==> src/rtl/piso_pkg.sv <==
// Shared types for the PISO serializer controller.
//   state_t   : sequencer states (idle, shifting a frame, inter-frame gap)
//   SEL_LOAD  : shifter select value for a parallel load
//   SEL_SHIFT : shifter select value for a one-bit shift
package piso_pkg;

  typedef enum logic [1:0] {
    S_IDLE  = 2'd0,
    S_SHIFT = 2'd1,
    S_GAP   = 2'd2
  } state_t;

  localparam logic SEL_LOAD  = 1'b0;
  localparam logic SEL_SHIFT = 1'b1;

endpackage

==> src/rtl/piso_shift_reg.sv <==
// WIDTH-bit parallel-in/serial-out shift register.
//   CLK   : clock, rising edge
//   RST_N : asynchronous active-low clear
//   LOAD  : capture D (has priority over SHIFT)
//   SHIFT : advance one bit toward the serial output, zero fill
//   D     : parallel load word
//   Q     : current serial bit (D[WIDTH-1] first when MSB_FIRST, else D[0])
// Holds its contents when neither LOAD nor SHIFT is asserted.
module piso_shift_reg #(
  parameter int WIDTH     = 4,
  parameter bit MSB_FIRST = 1'b1
) (
  input  logic             CLK,
  input  logic             RST_N,
  input  logic             LOAD,
  input  logic             SHIFT,
  input  logic [WIDTH-1:0] D,
  output logic             Q
);

  logic [WIDTH-1:0] r;
  logic [WIDTH-1:0] shifted;

  always_comb begin
    if (MSB_FIRST) shifted = {r[WIDTH-2:0], 1'b0};
    else           shifted = {1'b0, r[WIDTH-1:1]};
  end

  always_ff @(posedge CLK or negedge RST_N) begin
    if (!RST_N)      r <= '0;
    else if (LOAD)   r <= D;
    else if (SHIFT)  r <= shifted;
  end

  assign Q = MSB_FIRST ? r[WIDTH-1] : r[0];

endmodule

==> src/rtl/piso_serializer_ctrl.sv <==
// Sequencer for the parallel-in/serial-out datapath.
//   CLK       : clock, rising edge
//   RST_N     : asynchronous active-low reset
//   IN_DATA   : parallel word
//   IN_VALID  : IN_DATA valid
//   IN_READY  : one-word holding buffer is empty
//   EN        : bit-time enable; low freezes pacing
//   SER_OUT   : serial data
//   SER_VALID : SER_OUT carries a frame bit
//   SER_FIRST : first bit-time of a frame
//   SER_LAST  : last bit-time of a frame
//   BUSY      : sequencer active or buffer full
module piso_serializer_ctrl
  import piso_pkg::*;
#(
  parameter int WIDTH     = 4,
  parameter int DIV       = 1,
  parameter bit MSB_FIRST = 1'b1,
  parameter int GAP       = 0
) (
  input  logic             CLK,
  input  logic             RST_N,
  input  logic [WIDTH-1:0] IN_DATA,
  input  logic             IN_VALID,
  output logic             IN_READY,
  input  logic             EN,
  output logic             SER_OUT,
  output logic             SER_VALID,
  output logic             SER_FIRST,
  output logic             SER_LAST,
  output logic             BUSY
);

  localparam int BW      = $clog2(WIDTH);
  localparam int CW      = $clog2(DIV*GAP + DIV + 1);
  localparam int GAP_CYC = (GAP > 0) ? GAP*DIV : 1;

  localparam logic [BW-1:0] BIT_LAST = BW'(WIDTH-1);
  localparam logic [CW-1:0] DIV_LAST = CW'(DIV-1);
  localparam logic [CW-1:0] GAP_LAST = CW'(GAP_CYC-1);

  state_t           state, state_n;
  logic             hold_full;
  logic [WIDTH-1:0] hold_data;
  logic [CW-1:0]    div_cnt, div_n;
  logic [BW-1:0]    bit_cnt, bit_n;
  logic [CW-1:0]    gap_cnt, gap_n;

  logic sr_en, sr_sel, sr_q;
  logic drain, try_reload;

  // Idle, end of frame (no gap) and end of gap all share one
  // reload-or-idle decision, resolved after the case statement.
  always_comb begin
    state_n    = state;
    div_n      = div_cnt;
    bit_n      = bit_cnt;
    gap_n      = gap_cnt;
    sr_en      = 1'b0;
    sr_sel     = SEL_SHIFT;
    drain      = 1'b0;
    try_reload = 1'b0;

    unique case (state)
      S_IDLE: try_reload = 1'b1;

      S_SHIFT: begin
        if (EN) begin
          if (div_cnt == DIV_LAST) begin
            div_n  = '0;
            sr_en  = 1'b1;
            sr_sel = SEL_SHIFT;
            if (bit_cnt == BIT_LAST) begin
              bit_n = '0;
              if (GAP > 0) begin
                state_n = S_GAP;
                gap_n   = '0;
              end else begin
                try_reload = 1'b1;
              end
            end else begin
              bit_n = bit_cnt + 1'b1;
            end
          end else begin
            div_n = div_cnt + 1'b1;
          end
        end
      end

      S_GAP: begin
        if (EN) begin
          if (gap_cnt == GAP_LAST) begin
            gap_n      = '0;
            try_reload = 1'b1;
          end else begin
            gap_n = gap_cnt + 1'b1;
          end
        end
      end

      default: state_n = S_IDLE;
    endcase

    if (try_reload) begin
      if (hold_full) begin
        state_n = S_SHIFT;
        sr_en   = 1'b1;
        sr_sel  = SEL_LOAD;
        drain   = 1'b1;
        div_n   = '0;
        bit_n   = '0;
        gap_n   = '0;
      end else begin
        state_n = S_IDLE;
      end
    end
  end

  always_ff @(posedge CLK or negedge RST_N) begin
    if (!RST_N) begin
      state     <= S_IDLE;
      hold_full <= 1'b0;
      hold_data <= '0;
      div_cnt   <= '0;
      bit_cnt   <= '0;
      gap_cnt   <= '0;
    end else begin
      state   <= state_n;
      div_cnt <= div_n;
      bit_cnt <= bit_n;
      gap_cnt <= gap_n;
      // Accept only when empty, drain only when full: never both in one edge.
      if (drain) begin
        hold_full <= 1'b0;
      end else if (IN_VALID && !hold_full) begin
        hold_full <= 1'b1;
        hold_data <= IN_DATA;
      end
    end
  end

  piso_shift_reg #(
    .WIDTH    (WIDTH),
    .MSB_FIRST(MSB_FIRST)
  ) u_sr (
    .CLK  (CLK),
    .RST_N(RST_N),
    .LOAD (sr_en && (sr_sel == SEL_LOAD)),
    .SHIFT(sr_en && (sr_sel == SEL_SHIFT)),
    .D    (hold_data),
    .Q    (sr_q)
  );

  assign IN_READY  = ~hold_full;
  assign SER_VALID = (state == S_SHIFT);
  assign SER_OUT   = SER_VALID & sr_q;
  assign SER_FIRST = SER_VALID && (bit_cnt == '0);
  assign SER_LAST  = SER_VALID && (bit_cnt == BIT_LAST);
  assign BUSY      = (state != S_IDLE) || hold_full;

endmodule

==> config.mk <==
export PLATFORM = sky130hd
export DESIGN_NAME = piso_serializer_ctrl
export DESIGN_NICKNAME = d
export VERILOG_FILES = /design/src/rtl/piso_pkg.sv /design/src/rtl/piso_shift_reg.sv /design/src/rtl/piso_serializer_ctrl.sv
export SDC_FILE = /design/constraint.sdc
export NUM_CORES = 1
export LEC_CHECK = 0
export BUFFER_PORTS_ARGS = -buffer_cell sky130_fd_sc_hd__buf_2
export CORE_MARGIN = 3
export CORE_UTILIZATION = 45
export DETAILED_ROUTE_END_ITERATION = 6
export PLACE_DENSITY = 0.77
export SYNTH_ARGS = -nofsm -noshare
export SYNTH_HDL_FRONTEND = slang
export SYNTH_SLANG_ARGS = --single-unit
==> constraint.sdc <==
create_clock -name CLK -period 2.4 [get_ports CLK]
set_input_delay 0.12 -clock CLK [delete_from_list [all_inputs] [get_ports CLK]]
set_output_delay 0.12 -clock CLK [all_outputs]
set_load 0.005 [all_outputs]
; ---- Yosys cells after proc, flatten, opt, wreduce, memory -nomap -nowiden
; Index checks and enable logic that the tools add are counted.
[word_totals]
ff_bits = 15
latchBits = 0
ram_bits = 0
rom_bits = 0
inputBits = 8
out_inout_bits = 6
wordCells = 70
n_memories = 0
[op_classes]
n_addsub = 3
n_mul = 0
div_mod_pow = 0
n_lt_le_gt_ge = 0
n_eq_ne = 4
n_shift = 0
muxes = 38
bitwise = 4
n_reduce_logical = 14
[ops]
columns = op, n
row1 = $mux 1, 27
row2 = $mux 2, 8
row3 = $mux 4, 2
row4 = $reduce_bool 2->1, 3
row5 = $logic_and 1x1->1, 5
row6 = $eq 2x2->1 const B, 2
row7 = $logic_not 2->1, 2
row8 = $not 1->1, 3
row9 = $pmux 1 s3, 1
row10 = $reduce_or 3->1, 1
row11 = $add 1x1->1 const B, 2
row12 = $add 2x1->2 const B, 1
row13 = $eq 2x1->1 const B, 1
row14 = $ne 2x1->1 const B, 1
row15 = $reduce_and 2->1, 1
row16 = $and 1x1->1, 1
row17 = $logic_not 1->1, 1
row18 = $logic_or 1x1->1, 1

; ---- Longest topological paths before layout
; Gate-level depths: netlist (run 1).
[depth]
word_depth = 9
mapped_depth = 4
depth_no_buf = 4

; ---- Hierarchy
; From an unflattened synthesis (run 1), not the netlist that was laid out.
[unflattened]
hier_cells = 52
hier_area_um2 = 621.8
[by_module_without_submodules]
columns = mod, n_inst, cells_per_inst, area_each_um2, seq_area_each_um2
row1 = piso_serializer_ctrl, 1, 37, 452.9, 225.2
row2 = piso_shift_reg, 1, 15, 168.9, 100.1

; ---- Worst setup path before layout (run 1)
; OpenSTA, ideal clock, no wires.
[synth_timing]
path_type = reg-to-reg
from = register bit_cnt[0]
to = register u_sr.r[0]
setup_ps = 121
arrival_time_ps = 1086
t_required_ps = 2279
slack_ps = 1193
stages_incl_launch_ff = 5
path_buffers = 0
synth_period_minus_slack_ps = 1207
cell_sequence = dfrtp_1 -> ha_1 -> nand4b_1 -> nand2_1 -> a22o_1
[synth_via]
elab_chain_cells = 9
elab_cells_between_ends = 12
classes_between = eq/ne (1) / mux (7) / bitwise (1) / reduce/logical (3)
[synth_lines]
columns = item, line_no
row1 = "start, declared", piso_serializer_ctrl.sv:46  ; logic [BW-1:0] bit_cnt, bit_n;
row2 = "start signal, assigned", piso_serializer_ctrl.sv:130  ; bit_cnt <= bit_n;
row3 = $eq 2x2->1 *, piso_serializer_ctrl.sv:73  ; if (bit_cnt == BIT_LAST) begin
row4 = $mux 1 *, piso_serializer_ctrl.sv:73
row5 = $mux 1 *, piso_serializer_ctrl.sv:69  ; if (div_cnt == DIV_LAST) begin
row6 = $mux 1 *, piso_serializer_ctrl.sv:68  ; if (EN) begin
row7 = $pmux 1 s3 *, piso_serializer_ctrl.sv:64  ; unique case (state)
row8 = $mux 1, piso_serializer_ctrl.sv:104  ; if (try_reload) begin
row9 = $not 1->1, piso_serializer_ctrl.sv:148  ; .LOAD (sr_en && (sr_sel == SEL_LOAD)),
row10 = $logic_and 1x1->1, piso_serializer_ctrl.sv:148
row11 = $mux 4 / $reduce_bool 2->1 (equally long branches), --
row12 = "end signal, assigned", piso_shift_reg.sv:32  ; else if (SHIFT) r <= shifted;
row13 = "end, declared", piso_shift_reg.sv:21  ; logic [WIDTH-1:0] r;
; Mark *: on every way between the ends. The rest lies on a longest branch, timed or not.
; A chain may end at the register's enable or synchronous reset.

; ---- Worst setup path in the final report (run 1)
[layout_timing]
from = register bit_cnt[0]
to = output port SER_LAST
[layout_via]
elab_chain_cells = 2
[layout_lines]
columns = item, line_no
row1 = $eq 2x2->1, piso_serializer_ctrl.sv:158  ; assign SER_LAST = SER_VALID && (bit_cnt == BIT_LAST);
row2 = $logic_and 1x1->1, piso_serializer_ctrl.sv:158
row3 = "end, declared", piso_serializer_ctrl.sv:30  ; output logic SER_LAST,
; No other way between the ends.

==> impl_metrics.tcl, run 1 <==
set metrics [dict create \
    pre_cts_slack_ps 1090 \
    seq_area_sq_um 325.3 \
    viasPerCell 5.435 \
    antenna_cells 0 \
    reg2regPathDepth 4 \
    cts_buffers 3 \
    vias 500 \
    min_from "IN_DATA[2]" \
    rsz0062_at_grt "false" \
    setup_violations 0 \
    async_reset_ff_frac 1.000 \
    fmax_ghz 0.7465 \
    cts_tree "done" \
    min_path_type "input pin to register" \
    crit_required_ps 2280 \
    dr.pass1.iters 2 \
    area_growth_pct 18.13 \
    yosys.area.top_type "dfrtp_1" \
    fin_area_sq_um 742.0 \
    ys_ff_latch 13 \
    final_nets 89 \
    cts_max_path_buffers 2 \
    reg2reg_from "bit_cnt[0]" \
    multi_input_area_sq_um 286.5 \
    drt_iter0_drc 1 \
    cap_viol_max_count 0 \
    netlist_instances 61 \
    synth_flop_cell "dfrtp_1" \
    min_to "hold_data[2]" \
    ios 14 \
    synth_common_cells "dfrtp_1, nand2_1, nor2_1" \
    die_h_um 43.36 \
    io_buffers 13 \
    whs_ps 68.66 \
    power_w 0.0007711 \
    drt-total-wl_mm 1.185 \
    rows 12 \
    worstPathArrival_ps 1220 \
    die_x_um 43.36 \
    setup_tns_ps 0 \
    grt_util_all_layers 0.1543 \
    post-route-drc-count 0 \
    r2r-end "u_sr.r[0]" \
    antenna_found_initial 0 \
    post-cts-setup-buffers 0 \
    clock_latency_ps 280 \
    worst_pin_slew_ps 334.1 \
    crit_fanout 4 \
    grt_overflow 0 \
    synth_cell_type_count 25 \
    skew_ps 2.530 \
    drv_slew 0 \
    holdPathStages 2 \
    synth_top_cells_by_area "dfrtp_1, ha_1, mux2_1" \
    synth_edf_count 0 \
    power.density_mw_per_mm2 1039 \
    startpoint_type "register" \
    postPlaceCellArea_sq_um 705.7 \
    core-area_sq_mm 0.001201 \
    syn-cell-area_sq_um 628.1 \
    grt_max_degree 14 \
    r2r_slack_ps 1090 \
    antenna_left 0 \
    leakagePower_nw 0.3584 \
    finalWeightedCongestion 0.7661 \
    yosysMostFrequentCell "dfrtp_1" \
    peakVddDrop_mv 0.5657 \
    nFillCells 113 \
    die_area_sq_mm 0.001880 \
    cts_root_buf "clkbuf_4" \
    grt_pass1_wl_mm 2.076 \
    drive_above_1_share 0.2564 \
    min_period_ps 1340 \
    hold_viol_final 0 \
    grt_pass1_vias 544 \
    ys_warn_count 0 \
    clkTransAtPathRegs_ps 80 \
    fin_ws_ps 1060 \
    cts.sinks 13 \
    syn_area_per_cell_sq_um 10.30 \
    yosysSeqAreaShare 0.5179 \
    timing.final.crit_share 0.5582 \
    synth_top_area_share 0.5179 \
    start_util 0.5229 \
    crit_path_end_kind "output pin" \
    wire_per_inst_um 12.88 \
    syn_nets 71 \
    htreeDepth 1 \
    dp_hpwl_um 896.6 \
    status "completed" \
    relSlewSlack 0.7749 \
    path_class "register to output pin" \
]
[sequential cells by signal, indices dropped and copies added (netlist names)]
name,flops
bit_cnt,2
div_cnt,1
hold_data,4
hold_full,1
state,1
u_sr.r,4
[what timing repair did]
action	4_1_cts	5_1_grt
endpoints found under the setup margin	0	0
hold endpoints to repair	13	0
resized for setup	0	0
hold buffers	1	0
[critical path: stages (launching register included)]
cell,delay (ps)
dfrtp_1,410
ha_1,250
and2_1,160
buf_2,120
[per-stage QoR]
stage,std cells,utilization
3_5_place_dp,87,0.5875
3_3_place_gp,87,0.5875
5_1_grt,92,0.6177
6_report,92,0.6177
2_1_floorplan,61,-
4_1_cts,92,0.6177
[cell type report]
cell class / count / share of cell area
inverters: 3 / 0.01518
flip-flops and latches: 13 / 0.4384
repair buffers: 14 / 0.1012
multi-input cells: 44 / 0.3862
clock buffers: 4 / 0.03541
well taps: 14 / 0.02361
[routing by layer]
| layer | vias to the layer above | GRT usage | share of wire |
|---|---|---|---|
| li1 | 248 | - | - |
| met1 | 236 | 0.1583 | 0.42 |
| met2 | 12 | 0.2507 | 0.49 |
| met3 | 4 | 0.03320 | 0.058 |
| met4 | 0 | 0.1566 | 0.034 |
| met5 | - | 0 | 0 |
[how the worst max path moves through the flow]
stage | cells after the start | startpoint | slack [ps] | end
after floorplan | 4 | bit_cnt[0] | 1190 | u_sr.r[0]
after CTS | 3 | bit_cnt[0] | 1050 | SER_LAST
after global routing | 4 | bit_cnt[0] | 990 | u_sr.r[0]
final | 3 | bit_cnt[0] | 1060 | SER_LAST
after global placement | 4 | bit_cnt[0] | 1140 | u_sr.r[0]
after detailed placement | 4 | bit_cnt[0] | 1090 | u_sr.r[0]
[cell families (layout without fill, tap and decap cells)]
group	after synthesis	count (layout)	synth area share
AOI/OAI and AO/OA	11	11	0.09959
adders and majority gates	2	2	0.03983
muxes	4	4	0.07171
buffers and inverters	4	21	0.02589
and+or+nand+nor	26	26	0.2311
xor gates and xnor gates	1	1	0.01395
DFF	13	13	0.5179
[placed cells by master, fill, tap and decap left out, drive strengths merged, types with 2 or more instances in the layout]
master  synthesis  final
a31oi           3      3
and2            3      3
buf             1     13
clkbuf          0      4
dfrtp          13     13
ha              2      2
inv             3      3
mux2            4      4
nand2           5      5
nand3           3      3
nor2            4      4
nor3            3      3
o21ai           6      6
[power breakdown]
part | total (W) | internal (W) | switching (W)
clock | 0.000137 | 0.0000645 | 0.0000729
combinational | 0.000259 | 0.000139 | 0.000121
sequential | 0.000374 | 0.000308 | 0.0000661
Note: power is estimated with default switching activity, not from simulation.
==> inputs of run 2 (changes only) <==
==> constraint.sdc (replaced) <==
create_clock -name CLK -period 1.4 [get_ports CLK]
set_input_delay 0.07 -clock CLK [delete_from_list [all_inputs] [get_ports CLK]]
set_output_delay 0.07 -clock CLK [all_outputs]
set_load 0.005 [all_outputs]
==> impl_metrics.tcl, run 2 (synthesis results as in run 1) <==
set metrics [dict create \
    final_nets 90 \
    setup_tns_ps 0 \
    cap_viol_max_count 0 \
    area_growth_pct 19.32 \
    peakVddDrop_mv 0.8183 \
    grt_pass1_vias 485 \
    wl_met1_um 572 \
    swShare 0.3375 \
    rows 12 \
    p_switching_w 0.0004493 \
    crit_fanout 4 \
    wire_per_inst_um 13.52 \
    io_buffers 13 \
    start_util 0.5229 \
    highest_layer "met4" \
    wl_met2_um 584 \
    crit_required_ps 1560 \
    drv_slew 0 \
    holdPathStages 2 \
    power_frac_clock 0.177 \
    cts_buffers 3 \
    worst_pin_slew_ps 340.8 \
    skew_ps 1.404 \
    crit_path_end_kind "register" \
    r2r_slack_ps 100 \
    drt-total-wl_mm 1.257 \
    fmax_ghz 0.7682 \
    clock_latency_ps 280 \
    pwr-share-seq 0.485 \
    clkTransAtPathRegs_ps 80 \
    cts_root_buf "clkbuf_4" \
    dr_wl_met3_um 66 \
    antenna_found_initial 0 \
    pre_cts_slack_ps 81.99 \
    htreeDepth 1 \
    hold_viol_final 0 \
    layout_common_cells "dfrtp_1, buf_2, nand2_1" \
    post-route-drc-count 0 \
    min_period_ps 1302 \
    antenna_cells 0 \
    core-area_sq_mm 0.001201 \
    grt_overflow 0 \
    timing.final.crit_share 0.9298 \
    dr.pass1.iters 4 \
    critPathBufInv 0 \
    min_path_type "input pin to register" \
    whs_ps 11.86 \
    setup_violations 0 \
    vias 511 \
    die_area_sq_mm 0.001880 \
    status "completed" \
    drt_iter0_drc 4 \
    worstPathArrival_ps 1460 \
    crit_family "flip-flops" \
    rsz0062_at_grt "false" \
    antenna_left 0 \
    path_class "register to register" \
    drive_above_1_share 0.2658 \
    finalWeightedCongestion 0.7663 \
    grt_pass1_wl_mm 2.035 \
    leakagePower_nw 0.3627 \
    startpoint_type "register" \
    die_x_um 43.36 \
    cts_max_path_buffers 2 \
    combPwrFrac 0.338 \
    utilization 0.6240 \
    crit_chain "ha_1 -> and4b_1 -> o21ai_1 -> a31oi_1" \
    reg2reg_from "bit_cnt[0]" \
    max_stage_delay_ps 410 \
    dp_hpwl_um 891.3 \
    r2r-end "u_sr.r[3]" \
    intPower_w 0.0008818 \
    cts.sinks 13 \
    grt_util_all_layers 0.1466 \
    nFillCells 111 \
    die_h_um 43.36 \
    min_from "IN_DATA[2]" \
    ios 14 \
    reg.largest.list "hold_data (4), u_sr.r (4), bit_cnt (2)" \
    power.density_mw_per_mm2 1776 \
    relSlewSlack 0.7704 \
    grt_max_degree 14 \
    reg2regPathDepth 4 \
    viasPerCell 5.495 \
    fin_ws_ps 98.22 \
    min_to "hold_data[2]" \
    ctsResizeCount 0 \
    crit_slowest_cell "dfrtp_1" \
    cts_tree "done" \
]
-- run 2: worst max-delay path by stage --
stage	from	endpoint	cells after the start
4_1_cts	bit_cnt[0]	u_sr.r[0]	4
3_3_place_gp	bit_cnt[0]	u_sr.r[0]	4
5_1_grt	bit_cnt[0]	u_sr.r[0]	4
6_report	bit_cnt[0]	u_sr.r[3]	4
3_5_place_dp	bit_cnt[0]	u_sr.r[0]	4
2_1_floorplan	bit_cnt[0]	u_sr.r[0]	4
-- run 2: stage by stage --
stage | total power [W] | instance area (sq um) | std cells
final | 0.001331 | 749.5 | 93
after CTS | 0.001333 | 742.0 | 92
after detailed placement | 0.001095 | 705.7 | 87
after global routing | 0.001437 | 749.5 | 93
after floorplan | 0.0009387 | 628.1 | 61
after global placement | 0.001079 | 705.7 | 87
-- run 2: metal layers --
metal  up-vias  track usage
li1        249            -
met3         4      0.02490
met1       241       0.1847
met5         -            0
met2        17       0.2360
met4         0      0.08434
-- run 2: area by class of cell --
cell class | count | area, sq um | share of cell area
flip-flops and latches | 13 | 325.3 | 0.4341
multi-input cells | 44 | 286.5 | 0.3823
repair buffers | 15 | 82.58 | 0.1102
clock buffers | 4 | 26.28 | 0.03506
well taps | 14 | 17.52 | 0.02337
inverters | 3 | 11.26 | 0.01503
-- run 2: repair_timing --
action / CTS / global route
hold buffers: 1 / 0
buffers inserted: 0 / 1
endpoints found under the setup margin: 0 / 1
endpoints found under the hold margin: 13 / 0
-- run 2: power groups by stage --
stage	clock network (W)	registers (W)	logic, W
global placement	0	0.000645	0.000434
finish	0.000236	0.000645	0.000450
global route	0.000261	0.000666	0.000509
floorplan	0	0.000615	0.000324
detailed placement	0	0.000650	0.000444
CTS	0.000243	0.000644	0.000447
==> inputs of run 3 (changes only) <==
--- a/config.mk
+++ b/config.mk
@@ -9,7 +9,7 @@
 export CORE_MARGIN = 3
 export CORE_UTILIZATION = 45
 export DETAILED_ROUTE_END_ITERATION = 6
-export PLACE_DENSITY = 0.77
+export PLACE_DENSITY_LB_ADDON = 0.2
 export SYNTH_ARGS = -nofsm -noshare
 export SYNTH_HDL_FRONTEND = slang
 export SYNTH_SLANG_ARGS = --single-unit
==> impl_metrics.tcl, run 3 (synthesis results as in run 1) <==
set metrics [dict create \
    post-cts-setup-buffers 0 \
    status "completed" \
    clkTransAtPathRegs_ps 70 \
    wire_per_inst_um 12.26 \
    hold_viol_final 0 \
    power.density_mw_per_mm2 1746 \
    timing.final.crit_share 0.9194 \
    multi_input_area_sq_um 286.5 \
    rsz0062_at_grt "false" \
    fmax_ghz 0.7769 \
    crit_chain "ha_1 -> nand4b_1 -> nand2_1 -> a22o_1" \
    io_buffers 13 \
    die_x_um 43.36 \
    ios 14 \
    grt_pass1_wl_mm 1.876 \
    core-area_sq_mm 0.001201 \
    startpoint_type "register" \
    cts_buffers 3 \
    grt_overflow 0 \
    drive_above_1_share 0.2532 \
    min_path_type "input pin to register" \
    power_w 0.001313 \
    die_area_sq_mm 0.001880 \
    worst_pin_slew_ps 332.7 \
    post-route-drc-count 0 \
    leakagePower_nw 0.3626 \
    die_h_um 43.36 \
    cts_root_buf "clkbuf_4" \
    setup_tns_ps 0 \
    skew_ps 2.353 \
    layout_common_cells "dfrtp_1, buf_2, nand2_1" \
    grt_max_degree 14 \
    finalWeightedCongestion 0.7714 \
    crit_fanout 4 \
    cap_viol_max_count 0 \
    grt_pass1_vias 417 \
    drt_iter0_drc 6 \
    cts_tree "done" \
    seq_area_sq_um 325.3 \
    nFillCells 102 \
    fin_ws_ps 112.8 \
    antenna_cells 0 \
    ctsResizeCount 0 \
    grt_util_all_layers 0.1403 \
    setup_violations 0 \
    area_growth_pct 19.72 \
    cts.sinks 13 \
    max_stage_delay_ps 410 \
    drv_slew 0 \
    path_class "register to register" \
    instances_no_fill 93 \
    cts_max_path_buffers 2 \
    dp_cells 87 \
    dp_hpwl_um 873.5 \
    dr.pass1.iters 2 \
    drt-total-wl_mm 1.140 \
    start_util 0.5229 \
    reg.largest.list "hold_data (4), u_sr.r (4), bit_cnt (2)" \
    vias 480 \
    crit_path_end_kind "register" \
    crit_required_ps 1570 \
    relSlewSlack 0.7759 \
    worstPathArrival_ps 1450 \
    min_period_ps 1287 \
    rows 12 \
    pre_cts_slack_ps 112.9 \
    clock_latency_ps 270 \
    viasPerCell 5.161 \
    antenna_found_initial 0 \
    antenna_left 0 \
    peakVddDrop_mv 0.8129 \
    final_nets 90 \
    crit_slowest_cell "dfrtp_1" \
    htreeDepth 1 \
]
run 3: changes by cell type in the layout (fill, tap and decap cells not counted), sizes merged:
cell,change
buf,-1
dlygate4sd3,+1
run 3: critical path: cells and delay by family (launching register included):
family / cells / cell delay [ps]
adder cells (fa/ha/maj): 1 / 240
AND/OR/NAND/NOR: 2 / 290
AO/OA/AOI/OAI: 1 / 240
flip-flops: 1 / 410
run 3: worst paths after layout:
| check | start | end | slack, ps | cells after the start |
|---|---|---|---|---|
| max | bit_cnt[0] | u_sr.r[0] | 110 | 4 |
| min | IN_DATA[3] | hold_data[3] | 10 | 2 |
| max reg2reg | bit_cnt[0] | u_sr.r[0] | 110 | 4 |
| min reg2reg | hold_data[3] | hold_data[3] | 500 | 1 |
| max in group asynchronous | RST_N | hold_full | 980 | 2 |
| min in group asynchronous | RST_N | div_cnt | 200 | 2 |
run 3: layer usage:
layer,vias to the layer above,global-route usage,share of wire
met2,12,0.2006,0.45
li1,248,-,-
met1,215,0.1706,0.46
met4,0,0.09036,0.025
met3,5,0.06224,0.065
met5,-,0,0
run 3: area by class of cell:
| cell class | count | area share |
|---|---|---|
| flip-flops and latches | 13 | 0.4326 |
| multi-input cells | 44 | 0.3810 |
| repair buffers | 15 | 0.1131 |
| clock buffers | 4 | 0.03494 |
| well taps | 14 | 0.02329 |
| inverters | 3 | 0.01498 |
run 3: through the flow:
step                cell area (sq um)    util  hold WS (ps)
CTS                             742.0  0.6177         3.271
finish                          752.0  0.6260         9.628
global placement                705.7  0.5875        -27.64
floorplan                       628.1       -        -225.6
global route                    752.0  0.6260         5.875
detailed placement              705.7  0.5875        -26.74
run 3: report_power, final:
part / internal (W) / leakage, nW / total [W] / switching (W)
clock: 0.000111 / 0.0150 / 0.000227 / 0.000116
sequential: 0.000528 / 0.153 / 0.000646 / 0.000118
combinational: 0.000238 / 0.195 / 0.000440 / 0.000202
total: 0.000877 / 0.363 / 0.00131 / 0.000436
run 3: what timing repair did:
action	in CTS	in global routing
hold buffers	1	1
hold endpoints to repair	13	1
endpoints found under the setup margin	0	0
